`src/rtl/dial_pkg.sv`:
```
// Shared types and helpers for the dial positioner: FSM states, stepper phase encodings,
// per-segment step cost and shortest-direction selection.
package dial_pkg;

  typedef enum logic [1:0] {
    StIdle,
    StSeg,
    StStep,
    StDone
  } dial_state_e;

  localparam logic [3:0] Phase0Oh = 4'b0001;
  localparam logic [3:0] Phase1Oh = 4'b0010;
  localparam logic [3:0] Phase2Oh = 4'b0100;
  localparam logic [3:0] Phase3Oh = 4'b1000;

  function automatic logic [3:0] phase_onehot(input logic [1:0] phase);
    logic [3:0] oh;
    unique case (phase)
      2'd0: oh = Phase0Oh;
      2'd1: oh = Phase1Oh;
      2'd2: oh = Phase2Oh;
      2'd3: oh = Phase3Oh;
      default: oh = 4'b0000;
    endcase
    return oh;
  endfunction

  // Every GROUP-th segment carries one extra motor step.
  function automatic int unsigned seg_cost(input int unsigned seg,
                                           input int unsigned steps_per_pos,
                                           input int unsigned group);
    return steps_per_pos + (((seg % group) == (group - 1)) ? 32'd1 : 32'd0);
  endfunction

  // Returns {move, dir}; dir=1 is forward, and the half-dial tie resolves forward.
  function automatic logic [1:0] shortest_dir(input int unsigned cur,
                                              input int unsigned tgt,
                                              input int unsigned n_pos);
    int unsigned d_f;
    d_f = (tgt + n_pos - cur) % n_pos;
    return {d_f != 32'd0, d_f <= (n_pos / 2)};
  endfunction

endpackage

```
`src/rtl/dial_positioner_if.sv`:
```
// Request/motor bundle between the position decode (master) and the dial positioner (slave).
interface dial_positioner_if #(
  parameter int unsigned PW = 5
) ();

  logic          req;
  logic [PW-1:0] target_pos;
  logic          ready;
  logic          busy;
  logic [3:0]    motor_drv;
  logic [PW-1:0] cur_pos;
  logic          dir;
  logic          move_done;

  modport master (
    output req,
    output target_pos,
    input  ready,
    input  busy,
    input  motor_drv,
    input  cur_pos,
    input  dir,
    input  move_done
  );

  modport slave (
    input  req,
    input  target_pos,
    output ready,
    output busy,
    output motor_drv,
    output cur_pos,
    output dir,
    output move_done
  );

endinterface

```
`src/rtl/dial_tick_gen.sv`:
```
// Motor-rate prescaler: pulses tick_o every ClkDiv enabled cycles, held at zero when disabled.
module dial_tick_gen #(
  parameter int unsigned ClkDiv = 1
) (
  input  logic clk_i,
  input  logic rst_i,
  input  logic restart_i,
  input  logic enable_i,
  output logic tick_o
);

  localparam int unsigned CntW = (ClkDiv > 1) ? $clog2(ClkDiv) : 1;
  localparam logic [CntW-1:0] CntLast = CntW'(ClkDiv - 1);

  logic [CntW-1:0] cnt_d, cnt_q;

  assign tick_o = enable_i && (cnt_q == CntLast);

  always_comb begin
    cnt_d = cnt_q;
    if (restart_i || !enable_i || tick_o) begin
      cnt_d = '0;
    end else begin
      cnt_d = cnt_q + CntW'(1);
    end
  end

  always_ff @(posedge clk_i) begin
    if (rst_i) begin
      cnt_q <= '0;
    end else begin
      cnt_q <= cnt_d;
    end
  end

endmodule

```
`src/rtl/dial_positioner.sv`:
```
// Drives a 4-phase stepper to a requested dial position by the shortest route.
// Define DIAL_PENDING_EN to add a one-entry buffer for a request made while busy.
module dial_positioner
  import dial_pkg::*;
#(
  parameter int unsigned N_POS         = 32,
  parameter int unsigned STEPS_PER_POS = 6,
  parameter int unsigned GROUP         = 4,
  parameter int unsigned CLK_DIV       = 1
) (
  input logic          sys_clk,
  input logic          reset,
  dial_positioner_if.slave bus
);

  localparam int unsigned PW      = $clog2(N_POS);
  localparam int unsigned SegCntW = $clog2(STEPS_PER_POS + 2);

  dial_state_e        state_d, state_q;
  logic [PW-1:0]      cur_pos_d, cur_pos_q;
  logic [PW-1:0]      tgt_d, tgt_q;
  logic               dir_d, dir_q;
  logic [1:0]         phase_d, phase_q;
  logic [SegCntW-1:0] seg_cnt_d, seg_cnt_q;
  logic [3:0]         motor_drv_d, motor_drv_q;
  logic               move_done_d, move_done_q;

  logic               ready;
  logic               accept;
  logic               start;
  logic [PW-1:0]      start_tgt;
  logic [1:0]         move_dir;
  logic [PW-1:0]      seg_idx;
  logic [PW-1:0]      next_pos;
  logic               tick;

`ifdef DIAL_PENDING_EN
  logic               pend_valid_d, pend_valid_q;
  logic [PW-1:0]      pend_tgt_d, pend_tgt_q;

  assign ready = (state_q == StIdle) || !pend_valid_q;
`else
  assign ready = (state_q == StIdle);
`endif

  assign accept   = bus.req && ready;
  // Reverse travel from p crosses the segment that ends at p.
  assign seg_idx  = dir_q ? cur_pos_q : cur_pos_q - PW'(1);
  assign next_pos = dir_q ? cur_pos_q + PW'(1) : cur_pos_q - PW'(1);

  dial_tick_gen #(
    .ClkDiv(CLK_DIV)
  ) u_tick_gen (
    .clk_i    (sys_clk),
    .rst_i    (reset),
    .restart_i(start),
    .enable_i (state_q == StStep),
    .tick_o   (tick)
  );

  always_comb begin
    state_d   = state_q;
    cur_pos_d = cur_pos_q;
    tgt_d     = tgt_q;
    dir_d     = dir_q;
    phase_d   = phase_q;
    seg_cnt_d = seg_cnt_q;
    start     = 1'b0;
    start_tgt = bus.target_pos;
`ifdef DIAL_PENDING_EN
    pend_valid_d = pend_valid_q;
    pend_tgt_d   = pend_tgt_q;
`endif

    unique case (state_q)
      StIdle: begin
        start = accept;
      end
      StSeg: begin
        seg_cnt_d = SegCntW'(seg_cost(32'(seg_idx), STEPS_PER_POS, GROUP));
        state_d   = StStep;
      end
      StStep: begin
        if (tick) begin
          phase_d   = dir_q ? phase_q + 2'd1 : phase_q - 2'd1;
          seg_cnt_d = seg_cnt_q - SegCntW'(1);
          if (seg_cnt_q == SegCntW'(1)) begin
            cur_pos_d = next_pos;
            state_d   = (next_pos == tgt_q) ? StDone : StSeg;
          end
        end
      end
      StDone: begin
        state_d = StIdle;
`ifdef DIAL_PENDING_EN
        // A buffered request chains straight into the next move without visiting idle.
        if (pend_valid_q) begin
          start        = 1'b1;
          start_tgt    = pend_tgt_q;
          pend_valid_d = 1'b0;
        end else begin
          start = accept;
        end
`endif
      end
      default: begin
        state_d = StIdle;
      end
    endcase

`ifdef DIAL_PENDING_EN
    if (accept && ((state_q == StSeg) || (state_q == StStep))) begin
      pend_valid_d = 1'b1;
      pend_tgt_d   = bus.target_pos;
    end
`endif

    move_dir = shortest_dir(32'(cur_pos_q), 32'(start_tgt), N_POS);
    if (start) begin
      tgt_d   = start_tgt;
      dir_d   = move_dir[0];
      state_d = move_dir[1] ? StSeg : StDone;
    end

    motor_drv_d = (state_q == StStep) ? phase_onehot(phase_d) : 4'b0000;
    move_done_d = (state_q == StDone);
  end

  always_ff @(posedge sys_clk) begin
    if (reset) begin
      state_q     <= StIdle;
      cur_pos_q   <= '0;
      tgt_q       <= '0;
      dir_q       <= 1'b1;
      phase_q     <= 2'd0;
      seg_cnt_q   <= '0;
      motor_drv_q <= 4'b0000;
      move_done_q <= 1'b0;
    end else begin
      state_q     <= state_d;
      cur_pos_q   <= cur_pos_d;
      tgt_q       <= tgt_d;
      dir_q       <= dir_d;
      phase_q     <= phase_d;
      seg_cnt_q   <= seg_cnt_d;
      motor_drv_q <= motor_drv_d;
      move_done_q <= move_done_d;
    end
  end

`ifdef DIAL_PENDING_EN
  always_ff @(posedge sys_clk) begin
    if (reset) begin
      pend_valid_q <= 1'b0;
      pend_tgt_q   <= '0;
    end else begin
      pend_valid_q <= pend_valid_d;
      pend_tgt_q   <= pend_tgt_d;
    end
  end
`endif

  assign bus.ready     = ready;
  assign bus.busy      = (state_q != StIdle);
  assign bus.motor_drv = motor_drv_q;
  assign bus.cur_pos   = cur_pos_q;
  assign bus.dir       = dir_q;
  assign bus.move_done = move_done_q;

endmodule

```
`src/flat_wrapper.sv`:
```
// flat-port wrapper written by rule: the top's interface ports become plain ports
module dial_positioner_flat import dial_pkg::*;
#(
  parameter int unsigned N_POS         = 32,
  parameter int unsigned STEPS_PER_POS = 6,
  parameter int unsigned GROUP         = 4,
  parameter int unsigned CLK_DIV       = 1
)
  (sys_clk, reset, bus_req, bus_target_pos, bus_ready, bus_busy, bus_motor_drv, bus_cur_pos, bus_dir, bus_move_done);
  dial_positioner_if #(.PW((5))) bus_i ();
  input logic sys_clk;
  input logic reset;
  input wire logic [$bits(bus_i.req)-1:0] bus_req;
  input wire logic [$bits(bus_i.target_pos)-1:0] bus_target_pos;
  output wire logic [$bits(bus_i.ready)-1:0] bus_ready;
  output wire logic [$bits(bus_i.busy)-1:0] bus_busy;
  output wire logic [$bits(bus_i.motor_drv)-1:0] bus_motor_drv;
  output wire logic [$bits(bus_i.cur_pos)-1:0] bus_cur_pos;
  output wire logic [$bits(bus_i.dir)-1:0] bus_dir;
  output wire logic [$bits(bus_i.move_done)-1:0] bus_move_done;
  assign bus_i.req = bus_req;
  assign bus_i.target_pos = bus_target_pos;
  assign bus_ready = bus_i.ready;
  assign bus_busy = bus_i.busy;
  assign bus_motor_drv = bus_i.motor_drv;
  assign bus_cur_pos = bus_i.cur_pos;
  assign bus_dir = bus_i.dir;
  assign bus_move_done = bus_i.move_done;
  dial_positioner #(.N_POS(N_POS), .STEPS_PER_POS(STEPS_PER_POS), .GROUP(GROUP), .CLK_DIV(CLK_DIV)) u_core (.sys_clk(sys_clk), .reset(reset), .bus(bus_i));
endmodule
```
`config.mk`:
```
export PLATFORM = sky130hd
export DESIGN_NAME = dial_positioner_flat
export DESIGN_NICKNAME = d
export VERILOG_FILES = /design/src/rtl/dial_pkg.sv /design/src/rtl/dial_positioner_if.sv /design/src/rtl/dial_tick_gen.sv /design/src/rtl/dial_positioner.sv /design/src/flat_wrapper.sv
export SDC_FILE = /design/constraint.sdc
export NUM_CORES = 1
export LEC_CHECK = 0
export BUFFER_PORTS_ARGS = -buffer_cell sky130_fd_sc_hd__buf_4
export CAP_MARGIN = 20
export CORE_ASPECT_RATIO = 0.7
export CORE_MARGIN = 8
export CORE_UTILIZATION = 52
export CTS_BUF_LIST = sky130_fd_sc_hd__clkbuf_2
export DETAILED_ROUTE_END_ITERATION = 10
export PLACE_DENSITY = 0.82
export SYNTH_ARGS = -nofsm -noshare
export SYNTH_HDL_FRONTEND = slang
export SYNTH_SLANG_ARGS = --single-unit
```
`constraint.sdc`:
```
create_clock -name sys_clk -period 2.42 [get_ports sys_clk]
set_input_delay 0 -clock sys_clk [delete_from_list [all_inputs] [get_ports sys_clk]]
set_output_delay 0 -clock sys_clk [all_outputs]
set_load 0.005 [all_outputs]
```
==> flow_metrics.tcl, run 1 <==
set metrics [dict create \
    run_status "finished clean" \
    power.static_leakage_nw 0.755 \
    synth-seq-area-share 0.327 \
    wire_length_of_the_first_global_routing_pass_mm 6.07 \
    clock_tree_from_tritoncts "built" \
    numClockSinks 24 \
    worst_max_slew_pin_slew_ns 0.515 \
    drive_gt1_frac 0.146 \
    drt-wirelength-per-cell_um 14.7 \
    synth_edf_count 0 \
    clkSlewWorstSetupHoldPaths_ns 0.21 \
    register_share_of_total_power 0.396 \
    setup_skew_ns 0.00237 \
    clockBufferDepth 2 \
    num_rows 16 \
    delay_of_the_slowest_cell_on_the_worst_path_ns 0.53 \
    yosysUniqueCellTypes 34 \
    setup_viol 0 \
    grt_start_max_net_pins 22 \
    post_synth_most_frequent_cells "dfxtp_1, nand2_1, a21oi_1, nor2_1" \
    crit_path_cell_trace "inv_1 > ha_1 > xnor2_1 > xnor2_1 > nand4_1 > or4_4 > a211oi_2" \
    i_o_buffers 20 \
    timing.max_cap.violations 0 \
    clock_insertion_delay_worst_skew_ns 0.33 \
    cp_top_family "simple AND/OR/NAND/NOR gates" \
    grt-ovfl-total 0 \
    timing_max_transition_violations_final 0 \
    postSynth.topFlopCell "dfxtp_1" \
    syn-instance-count 177 \
    drt_pass1_iterations 4 \
    floorplan.initialDensity 0.536 \
    synth.ff_latch_count 24 \
    route.vias.total 1303 \
    overall_die_area_mm2 0.00481 \
    placeableCoreArea_mm2 0.00274 \
    detailed_place_hpwl_mm 2.62 \
    synthMostInstantiatedCell "dfxtp_1" \
    cell_types_with_the_largest_area_share_after_synthesis "dfxtp_1, ha_1, xnor2_1, a21oi_1, nand2_1" \
    yosysTopAreaCell "dfxtp_1" \
    pwr_density_cell_mw_per_mm2 822 \
    synth-async-reset-ratio 0 \
    power.ir.vdd_worst_mv 0.618 \
    die_h_um 60.5 \
    period_needed_ns 2.20 \
    number_of_antenna_violations_at_the_first_check_in_global_routing 0 \
    holdCritPathClass "in2reg" \
    top_cell_by_count_worst_path "xnor2_1" \
    stdcell_count 242 \
    final_nets 232 \
    r2r-start "u_core.bus.cur_pos[0]$_SDFFE_PP0P_" \
    grt_pass1_vias 1271 \
    worst_hold_startpoint "bus_req" \
    dpl.cell_count 228 \
    die_width_um 79.5 \
    power_frac_clock 0.102 \
    cts_repair_resize_count 0 \
    comb_power_share 0.502 \
    path_max_fanout 7 \
    cp_data_required_time_ns 2.69 \
    area_growth_syn_to_layout_pct 20.3 \
    kind_of_end_point_of_the_critical_path "flop" \
    netSwitchingFraction 0.415 \
    crit_arrival_ns 2.47 \
    tritoncts.num_buffers 3 \
    drtIter0Drc 73 \
    mean_cell_area_of_the_mapped_netlist_um2 8.30 \
    netlist_area_mm2 0.00147 \
    timing.setup.critical_path_class "reg2reg" \
    setup-tns-final_ns 0 \
    synth.net_count 201 \
    gp_routability_congestion 0.935 \
    worst_setup_path_startpoint "u_core.bus.cur_pos[0]$_SDFFE_PP0P_" \
    synth.top_cell.area_share 0.327 \
    power_dissipated_by_switching_net_loads_w 0.000603 \
    drt-vias-per-instance 5.38 \
    post-route-util 0.644 \
    clockRootBuffer "clkbuf_2" \
    cts-htree-levels 1 \
    period_share 0.910 \
    design.portCount 21 \
    clock.fmax_mhz 454 \
    worst-path-buf-inv 1 \
    relSlewSlack 0.656 \
    slowest_stage "dfxtp_1" \
    critPathLaunchType "flop" \
    detail_route.wirelength_mm 3.56 \
    global_route_usage_over_all_layers 0.159 \
    num_antenna_cells 0 \
    ys.warnings.count 0 \
    p_int_w 0.000849 \
    drt_drc_violations_left 0 \
    finalHoldViolations 0 \
    antenna_left 0 \
    unrepaired_setup_endpoints_after_global_routing "no" \
]
==> cell families after synthesis <==
kind of cell | Yosys count | share of synthesized area
XOR/XNOR | 17 | 0.101
flip-flops | 24 | 0.327
AND/OR/NAND/NOR | 58 | 0.196
buffers and inverters | 23 | 0.0690
multiplexers | 2 | 0.0136
adder cells (fa/ha/maj) | 16 | 0.141
AO/OA/AOI/OAI | 37 | 0.152
==> sequential cells by signal, summed over array words and instances (netlist names) <==
name and flops:
u_core.seg_cnt_q 3, u_core.state_q 2, u_core.u_tick_gen.cnt_q 1, u_core.tgt_q 5, u_core.bus.move_done 1, u_core.bus.cur_pos 5
u_core.bus.dir 1, u_core.phase_q 2, u_core.bus.motor_drv 4
==> worst paths after layout <==
path | cells after the start | slack, ns | end
setup / recovery | 7 | 0.22 | u_core.state_q[1]$_SDFFE_PP0P_
setup reg to reg | 7 | 0.22 | u_core.state_q[1]$_SDFFE_PP0P_
hold reg to reg | 2 | 0.54 | u_core.seg_cnt_q[1]$_SDFFE_PP0P_
hold / removal | 3 | 0.09 | u_core.state_q[0]$_SDFFE_PP0P_
==> metrics by stage <==
stage	worst slack (ns)	power (W)	instance area [um^2]	hold slack (ns)
final	0.219	0.00145	1770	0.0886
after global routing	0.0286	0.00159	1770	0.0809
after CTS	0.227	0.00145	1770	0.0744
after detailed placement	0.275	0.00128	1640	0.279
after global placement	0.383	0.00123	1640	0.267
after floorplan	0.473	0.00108	1470	0.136
==> cell type report <==
cell class,instances,area (um^2)
Multi-Input combinational cell,130,887
Inverter,15,56.3
Tap cell,36,45.0
Fill cell,229,976
Clock buffer,3,15.0
Timing Repair Buffer,34,283
Sequential cell,24,480
==> power by group through the flow <==
stage	registers, W	logic, W	clock network [W]
global placement	0.000574	0.000661	0
finish	0.000575	0.000729	0.000148
detailed placement	0.000583	0.000695	0
global route	0.000591	0.000825	0.000174
floorplan	0.000532	0.000543	0
CTS	0.000574	0.000725	0.000153
==> worst min-delay path, cell delays in order <==
cell and delay, ns:
buf_4 0.11, nand2_1 0.19, a21oi_1 0.10
==> per-layer routing <==
layer / up-vias / global-route usage / wire length, um
li1: 654 / - / -
met1: 606 / 0.192 / 1610
met2: 37 / 0.275 / 1680
met3: 6 / 0.0444 / 226
met4: 0 / 0.0367 / 45
met5: - / 0 / 0
==> cell usage in the layout (no fill, tap or decap), drive strengths merged, types with 3 or more instances in the layout <==
cell type    instances
or3                  3
nor3                 4
buf                 23
dlygate4sd3         11
nor2                17
clkbuf               3
xnor2               11
xor2                 6
ha                  15
dfxtp               24
a31oi                5
nand2               19
inv                 15
o21ai                8
a21oi               17
a211oi               3
==> what timing repair did <==
action,4_1_cts,5_1_grt
endpoints found under the setup margin,0,0
hold endpoints to repair,18,0
hold buffers,11,0
buffers inserted,0,0
No activity file was read; power rests on OpenSTA's default activity.
==> run 2, diff against run 1 <==
--- a/config.mk
+++ b/config.mk
@@ -9,10 +9,10 @@
 export CAP_MARGIN = 20
 export CORE_ASPECT_RATIO = 0.7
 export CORE_MARGIN = 8
-export CORE_UTILIZATION = 52
+export CORE_UTILIZATION = 59
 export CTS_BUF_LIST = sky130_fd_sc_hd__clkbuf_2
 export DETAILED_ROUTE_END_ITERATION = 10
-export PLACE_DENSITY = 0.82
+export PLACE_DENSITY = 0.9
 export SYNTH_ARGS = -nofsm -noshare
 export SYNTH_HDL_FRONTEND = slang
 export SYNTH_SLANG_ARGS = --single-unit
==> flow_metrics.tcl, run 2 (synthesized netlist as in run 1, its figures left out) <==
set metrics [dict create \
    timing.max_cap.violations 0 \
    clock_tree_from_tritoncts "built" \
    worst_hold_startpoint "bus_req" \
    drt_pass1_iterations 4 \
    final_critical_path_setup_slack_ns 0.201 \
    preCtsSetupSlack_ns 0.273 \
    top_cell_by_count_worst_path "xnor2_1" \
    detailed_place_hpwl_mm 2.76 \
    r2r-start "u_core.bus.cur_pos[0]$_SDFFE_PP0P_" \
    period_share 0.917 \
    power.static_leakage_nw 0.757 \
    drt_drc_violations_left 0 \
    numClockSinks 24 \
    final_nets 232 \
    totalPowerFinal_w 0.00148 \
    post_dp_cell_area_mm2 0.00164 \
    clockBufferDepth 2 \
    worst_max_slew_pin_slew_ns 0.560 \
    slowest_stage "dfxtp_1" \
    period_needed_ns 2.22 \
    kind_of_end_point_of_the_critical_path "flop" \
    route.vias.total 1325 \
    most-common-layout-cells "dfxtp_1, buf_4, nand2_1" \
    die_width_um 75.6 \
    num_antenna_cells 0 \
    relSlewSlack 0.626 \
    clockRootBuffer "clkbuf_2" \
    antenna_left 0 \
    cp_data_required_time_ns 2.70 \
    critPathLaunchType "flop" \
    drive_gt1_frac 0.145 \
    pwr_density_cell_mw_per_mm2 835 \
    setup_viol 0 \
    detail_route.wirelength_mm 3.75 \
    path_max_fanout 7 \
    wire_length_of_the_first_global_routing_pass_mm 6.27 \
    clkSlewWorstSetupHoldPaths_ns 0.21 \
    number_of_antenna_violations_at_the_first_check_in_global_routing 0 \
    seqCellArea_um2 480 \
    drtIter0Drc 164 \
    holdPathStages 3 \
    final_cell_area_mm2 0.00177 \
    crit_path_cell_trace "inv_1 > ha_1 > xnor2_1 > xnor2_1 > nand4_1 > or4_4 > a211oi_2" \
    setup_skew_ns 0.00166 \
    design.portCount 21 \
    crit_arrival_ns 2.50 \
    overall_die_area_mm2 0.00437 \
    finalHoldViolations 0 \
    regToRegEndpoint "u_core.state_q[1]$_SDFFE_PP0P_" \
    delay_of_the_slowest_cell_on_the_worst_path_ns 0.52 \
    grt-ovfl-total 0 \
    die_h_um 57.7 \
    fillers 182 \
    timing.setup.critical_path_class "reg2reg" \
    clock_insertion_delay_worst_skew_ns 0.34 \
    num_rows 15 \
    setup_slack_of_the_most_critical_reg_to_reg_path_ns 0.20 \
    drt-wirelength-per-cell_um 15.6 \
    holdCritPathClass "in2reg" \
    drt-vias-per-instance 5.50 \
    grt_pass1_vias 1358 \
    tritoncts.num_buffers 3 \
    grt_start_max_net_pins 22 \
    power.ir.vdd_worst_mv 0.615 \
    i_o_buffers 20 \
    layout_commonest_cell "dfxtp_1" \
    setup-tns-final_ns 0 \
    worst_r2r_path_depth 7 \
    area_growth_syn_to_layout_pct 20.4 \
    gp_routability_congestion 0.866 \
    placeableCoreArea_mm2 0.00242 \
    floorplan.initialDensity 0.607 \
    clock.fmax_mhz 451 \
    worstHoldEndpoint "u_core.state_q[0]$_SDFFE_PP0P_" \
    run_status "finished clean" \
    timing_max_transition_violations_final 0 \
    cts-htree-levels 1 \
    unrepaired_setup_endpoints_after_global_routing "no" \
    post_cts_buffers 0 \
    multi_input_area_um2 887 \
    global_route_usage_over_all_layers 0.184 \
    worst_setup_path_startpoint "u_core.bus.cur_pos[0]$_SDFFE_PP0P_" \
]
[run 2: changes by cell type in the layout (fill, tap and decap cells not counted), sizes merged]
cell / before / now
clkinv: 0 / 1
[run 2: worst max-delay path: cells and delay by family, from the launching register on]
kind / cells / cell delay [ns]
AOI/OAI and AO/OA: 1 / 0.17
xor gates and xnor gates: 2 / 0.43
and+or+nand+nor: 2 / 0.56
adders and majority gates: 1 / 0.34
buffers and inverters: 1 / 0.15
DFF: 1 / 0.52
[run 2: cell type report]
cell class,count,area share
clock buffers,3,0.00849
clock inverters,1,0.00212
inverters,15,0.0318
multi-input cells,130,0.502
flip-flops and latches,24,0.272
well taps,34,0.0241
repair buffers,34,0.160
[run 2: report_power, final]
part           switching (W)  leakage, nW  internal [W]
sequential          0.000101        0.196      0.000475
combinational       0.000405        0.547      0.000343
clock               0.000116       0.0140     0.0000359
[run 2: layer usage]
layer	track usage	vias to the layer above	routed length, um
met5	0	-	0
met4	0.0572	0	67
met3	0.0534	10	309
met2	0.307	55	1750
met1	0.220	606	1620
li1	-	654	-
[run 2: how the worst max path moves through the flow]
stage,to
after floorplan,u_core.state_q[1]$_SDFFE_PP0P_
after global placement,u_core.state_q[1]$_SDFFE_PP0P_
after detailed placement,u_core.state_q[1]$_SDFFE_PP0P_
after CTS,u_core.state_q[1]$_SDFFE_PP0P_
after global routing,u_core.state_q[1]$_SDFFE_PP0P_
final,u_core.state_q[1]$_SDFFE_PP0P_
[run 2: metrics by stage]
step            util  hold slack (ns)  cells
4_1_cts        0.730           0.0481    241
3_3_place_gp   0.677            0.262    226
2_1_floorplan      -            0.136    177
5_1_grt        0.730           0.0651    241
3_5_place_dp   0.677            0.274    226
6_report       0.730           0.0981    241
[run 2: repair_timing]
action | 4_1_cts | 5_1_grt
endpoints found under the hold margin | 19 | 0
hold buffers | 11 | 0
gates resized for setup | 0 | 0
==> run 3, diff against run 2 <==
--- a/config.mk
+++ b/config.mk
@@ -5,6 +5,7 @@
 export SDC_FILE = /design/constraint.sdc
 export NUM_CORES = 1
 export LEC_CHECK = 0
+export ABC_AREA = 1
 export BUFFER_PORTS_ARGS = -buffer_cell sky130_fd_sc_hd__buf_4
 export CAP_MARGIN = 20
 export CORE_ASPECT_RATIO = 0.7
==> constraint.sdc (replaced) <==
create_clock -name sys_clk -period 2.55 [get_ports sys_clk]
set_input_delay 0 -clock sys_clk [delete_from_list [all_inputs] [get_ports sys_clk]]
set_output_delay 0 -clock sys_clk [all_outputs]
set_load 0.005 [all_outputs]
==> flow_metrics.tcl, run 3 <==
set metrics [dict create \
    final_nets 253 \
    drt-wirelength-per-cell_um 12.7 \
    gp_routability_congestion 0.830 \
    drt-vias-per-instance 5.25 \
    antenna_left 0 \
    finalHoldWorstSlack_ns 0.178 \
    final_cell_area_mm2 0.00176 \
    number_of_antenna_violations_at_the_first_check_in_global_routing 0 \
    dpl.cell_count 252 \
    die_h_um 58.1 \
    post_synth_most_frequent_cells "nand2_1, inv_1, dfxtp_1, nand3_1" \
    setup-tns-final_ns 0 \
    clock_tree_from_tritoncts "built" \
    totalPowerFinal_w 0.00156 \
    detail_route.wirelength_mm 3.34 \
    layout_commonest_cell "nand2_1" \
    yosysTopAreaCell "dfxtp_1" \
    drt_drc_violations_left 0 \
    grt_start_max_net_pins 15 \
    detailed_place_hpwl_mm 2.52 \
    kind_of_end_point_of_the_critical_path "flop" \
    num_rows 15 \
    power.static_leakage_nw 0.829 \
    post_dp_cell_area_mm2 0.00165 \
    grt_pass1_vias 1210 \
    synth.top_cell.area_share 0.322 \
    synth-async-reset-ratio 0 \
    fillers 202 \
    relSlewSlack 0.695 \
    clockBufferDepth 2 \
    r2r-start "u_core.bus.cur_pos[0]$_SDFFE_PP0P_" \
    floorplan.initialDensity 0.616 \
    critPathLaunchType "flop" \
    worst_setup_path_startpoint "u_core.bus.cur_pos[0]$_SDFFE_PP0P_" \
    placeableCoreArea_mm2 0.00242 \
    setup_skew_ns 0.00930 \
    drtIter0Drc 123 \
    run_status "finished clean" \
    syn-instance-count 203 \
    clkSlewWorstSetupHoldPaths_ns 0.23 \
    worst-path-buf-inv 1 \
    most-common-layout-cells "nand2_1, inv_1, dfxtp_1" \
    synth-seq-area-share 0.322 \
    netlist_area_mm2 0.00149 \
    pwr_density_cell_mw_per_mm2 891 \
    clock_insertion_delay_worst_skew_ns 0.36 \
    timing.max_cap.violations 0 \
    area_growth_syn_to_layout_pct 17.8 \
    crit_path_cell_trace "ha_1 > inv_1 > fa_1 > xor2_1 > nor2_1 > nand3_1 > nor2_1 > nor2_1 > a21oi_2" \
    overall_die_area_mm2 0.00442 \
    top_cell_by_count_worst_path "nor2_1" \
    postSynth.topFlopCell "dfxtp_1" \
    timing_max_transition_violations_final 0 \
    global_route_usage_over_all_layers 0.151 \
    cell_types_with_the_largest_area_share_after_synthesis "dfxtp_1, ha_1, nand2_1, inv_1, nand3_1" \
    drt_pass1_iterations 4 \
    cp_data_required_time_ns 2.86 \
    ys.warnings.count 0 \
    cp_top_family "adder cells" \
    yosysUniqueCellTypes 32 \
    delay_of_the_slowest_cell_on_the_worst_path_ns 0.58 \
    worst_hold_startpoint "bus_req" \
    path_max_fanout 7 \
    period_share 0.810 \
    mean_cell_area_of_the_mapped_netlist_um2 7.34 \
    synth_edf_count 0 \
    post_cts_buffers 0 \
    cts-htree-levels 1 \
    synth.net_count 227 \
    crit_arrival_ns 2.38 \
    num_antenna_cells 0 \
    die_width_um 76.1 \
    numClockSinks 24 \
    route.vias.total 1376 \
    finalHoldViolations 0 \
    tritoncts.num_buffers 3 \
    synth.ff_latch_count 24 \
    worst_max_slew_pin_slew_ns 0.457 \
    period_needed_ns 2.07 \
    design.portCount 21 \
    clock.fmax_mhz 484 \
    wire_length_of_the_first_global_routing_pass_mm 5.40 \
    setup_viol 0 \
    grt-ovfl-total 0 \
    clockRootBuffer "clkbuf_2" \
    i_o_buffers 20 \
    stdcell_count 262 \
    unrepaired_setup_endpoints_after_global_routing "no" \
    slowest_stage "dfxtp_1" \
    power.ir.vdd_worst_mv 0.455 \
    timing.setup.critical_path_class "reg2reg" \
    holdCritPathClass "in2reg" \
    synthMostInstantiatedCell "nand2_1" \
    drive_gt1_frac 0.162 \
]
==> run 3: changes by cell type in the layout (fill, tap and decap cells not counted), moves of 4 or more <==
cell	change
a31oi_1	-5
nand3_1	+17
xnor2_1	-7
a21oi_1	-4
o21ai_0	+8
xor2_1	-4
dlygate4sd3_1	-5
nand2_1	+14
inv_1	+15
==> run 3: through the flow <==
| stage | setup slack, ns | utilization |
|---|---|---|
| 6_report | 0.485 | 0.725 |
| 5_1_grt | 0.337 | 0.725 |
| 4_1_cts | 0.464 | 0.725 |
| 3_5_place_dp | 0.544 | 0.682 |
| 3_3_place_gp | 0.664 | 0.682 |
| 2_1_floorplan | 0.834 | - |
==> run 3: final cells by class <==
type | count | area (um^2) | area share
repair buffers | 26 | 210 | 0.120
clock inverters | 1 | 30.0 | 0.0171
multi-input cells | 140 | 847 | 0.483
inverters | 34 | 130 | 0.0741
clock buffers | 3 | 15.0 | 0.00855
well taps | 34 | 42.5 | 0.0242
flip-flops and latches | 24 | 480 | 0.274
==> run 3: cells by family after synthesis <==
logic type,Yosys count,synth area share
flip-flops,24,0.322
AND/OR/NAND/NOR,78,0.234
AO/OA/AOI/OAI,39,0.149
XOR/XNOR,7,0.0462
adder cells (fa/ha/maj),16,0.139
buffers and inverters,39,0.109
==> run 3: what timing repair did <==
item                                   in CTS  in global routing
hold buffers                                6                  0
gates resized for setup                     0                  0
endpoints found under the hold margin      15                  0
==> run 3: routing by layer <==
layer / vias up / track usage / wire length (um)
li1: 703 / - / -
met1: 619 / 0.183 / 1520
met2: 47 / 0.247 / 1480
met3: 7 / 0.0417 / 268
met4: 0 / 0.0654 / 70
met5: - / 0 / 0
==> run 3: path summary, 6_finish.rpt <==
| kind | slack [ns] | to | depth (start not counted) |
|---|---|---|---|
| setup / recovery | 0.48 | u_core.state_q[1]$_SDFFE_PP0P_ | 9 |
| hold / removal | 0.18 | u_core.tgt_q[1]$_SDFFE_PP0P_ | 3 |
| setup reg to reg | 0.48 | u_core.state_q[1]$_SDFFE_PP0P_ | 9 |
| hold reg to reg | 0.43 | u_core.u_tick_gen.cnt_q$_SDFF_PP0_ | 1 |
==> run 3: worst min-delay path: stages <==
cell     delay, ns
buf_4         0.11
nand2_1       0.30
a21oi_1       0.12
==> run 3: where the power goes <==
group / internal [W] / switching, W
Combinational: 0.000300 / 0.000450
Sequential: 0.000467 / 0.0000895
Clock: 0.000135 / 0.000122
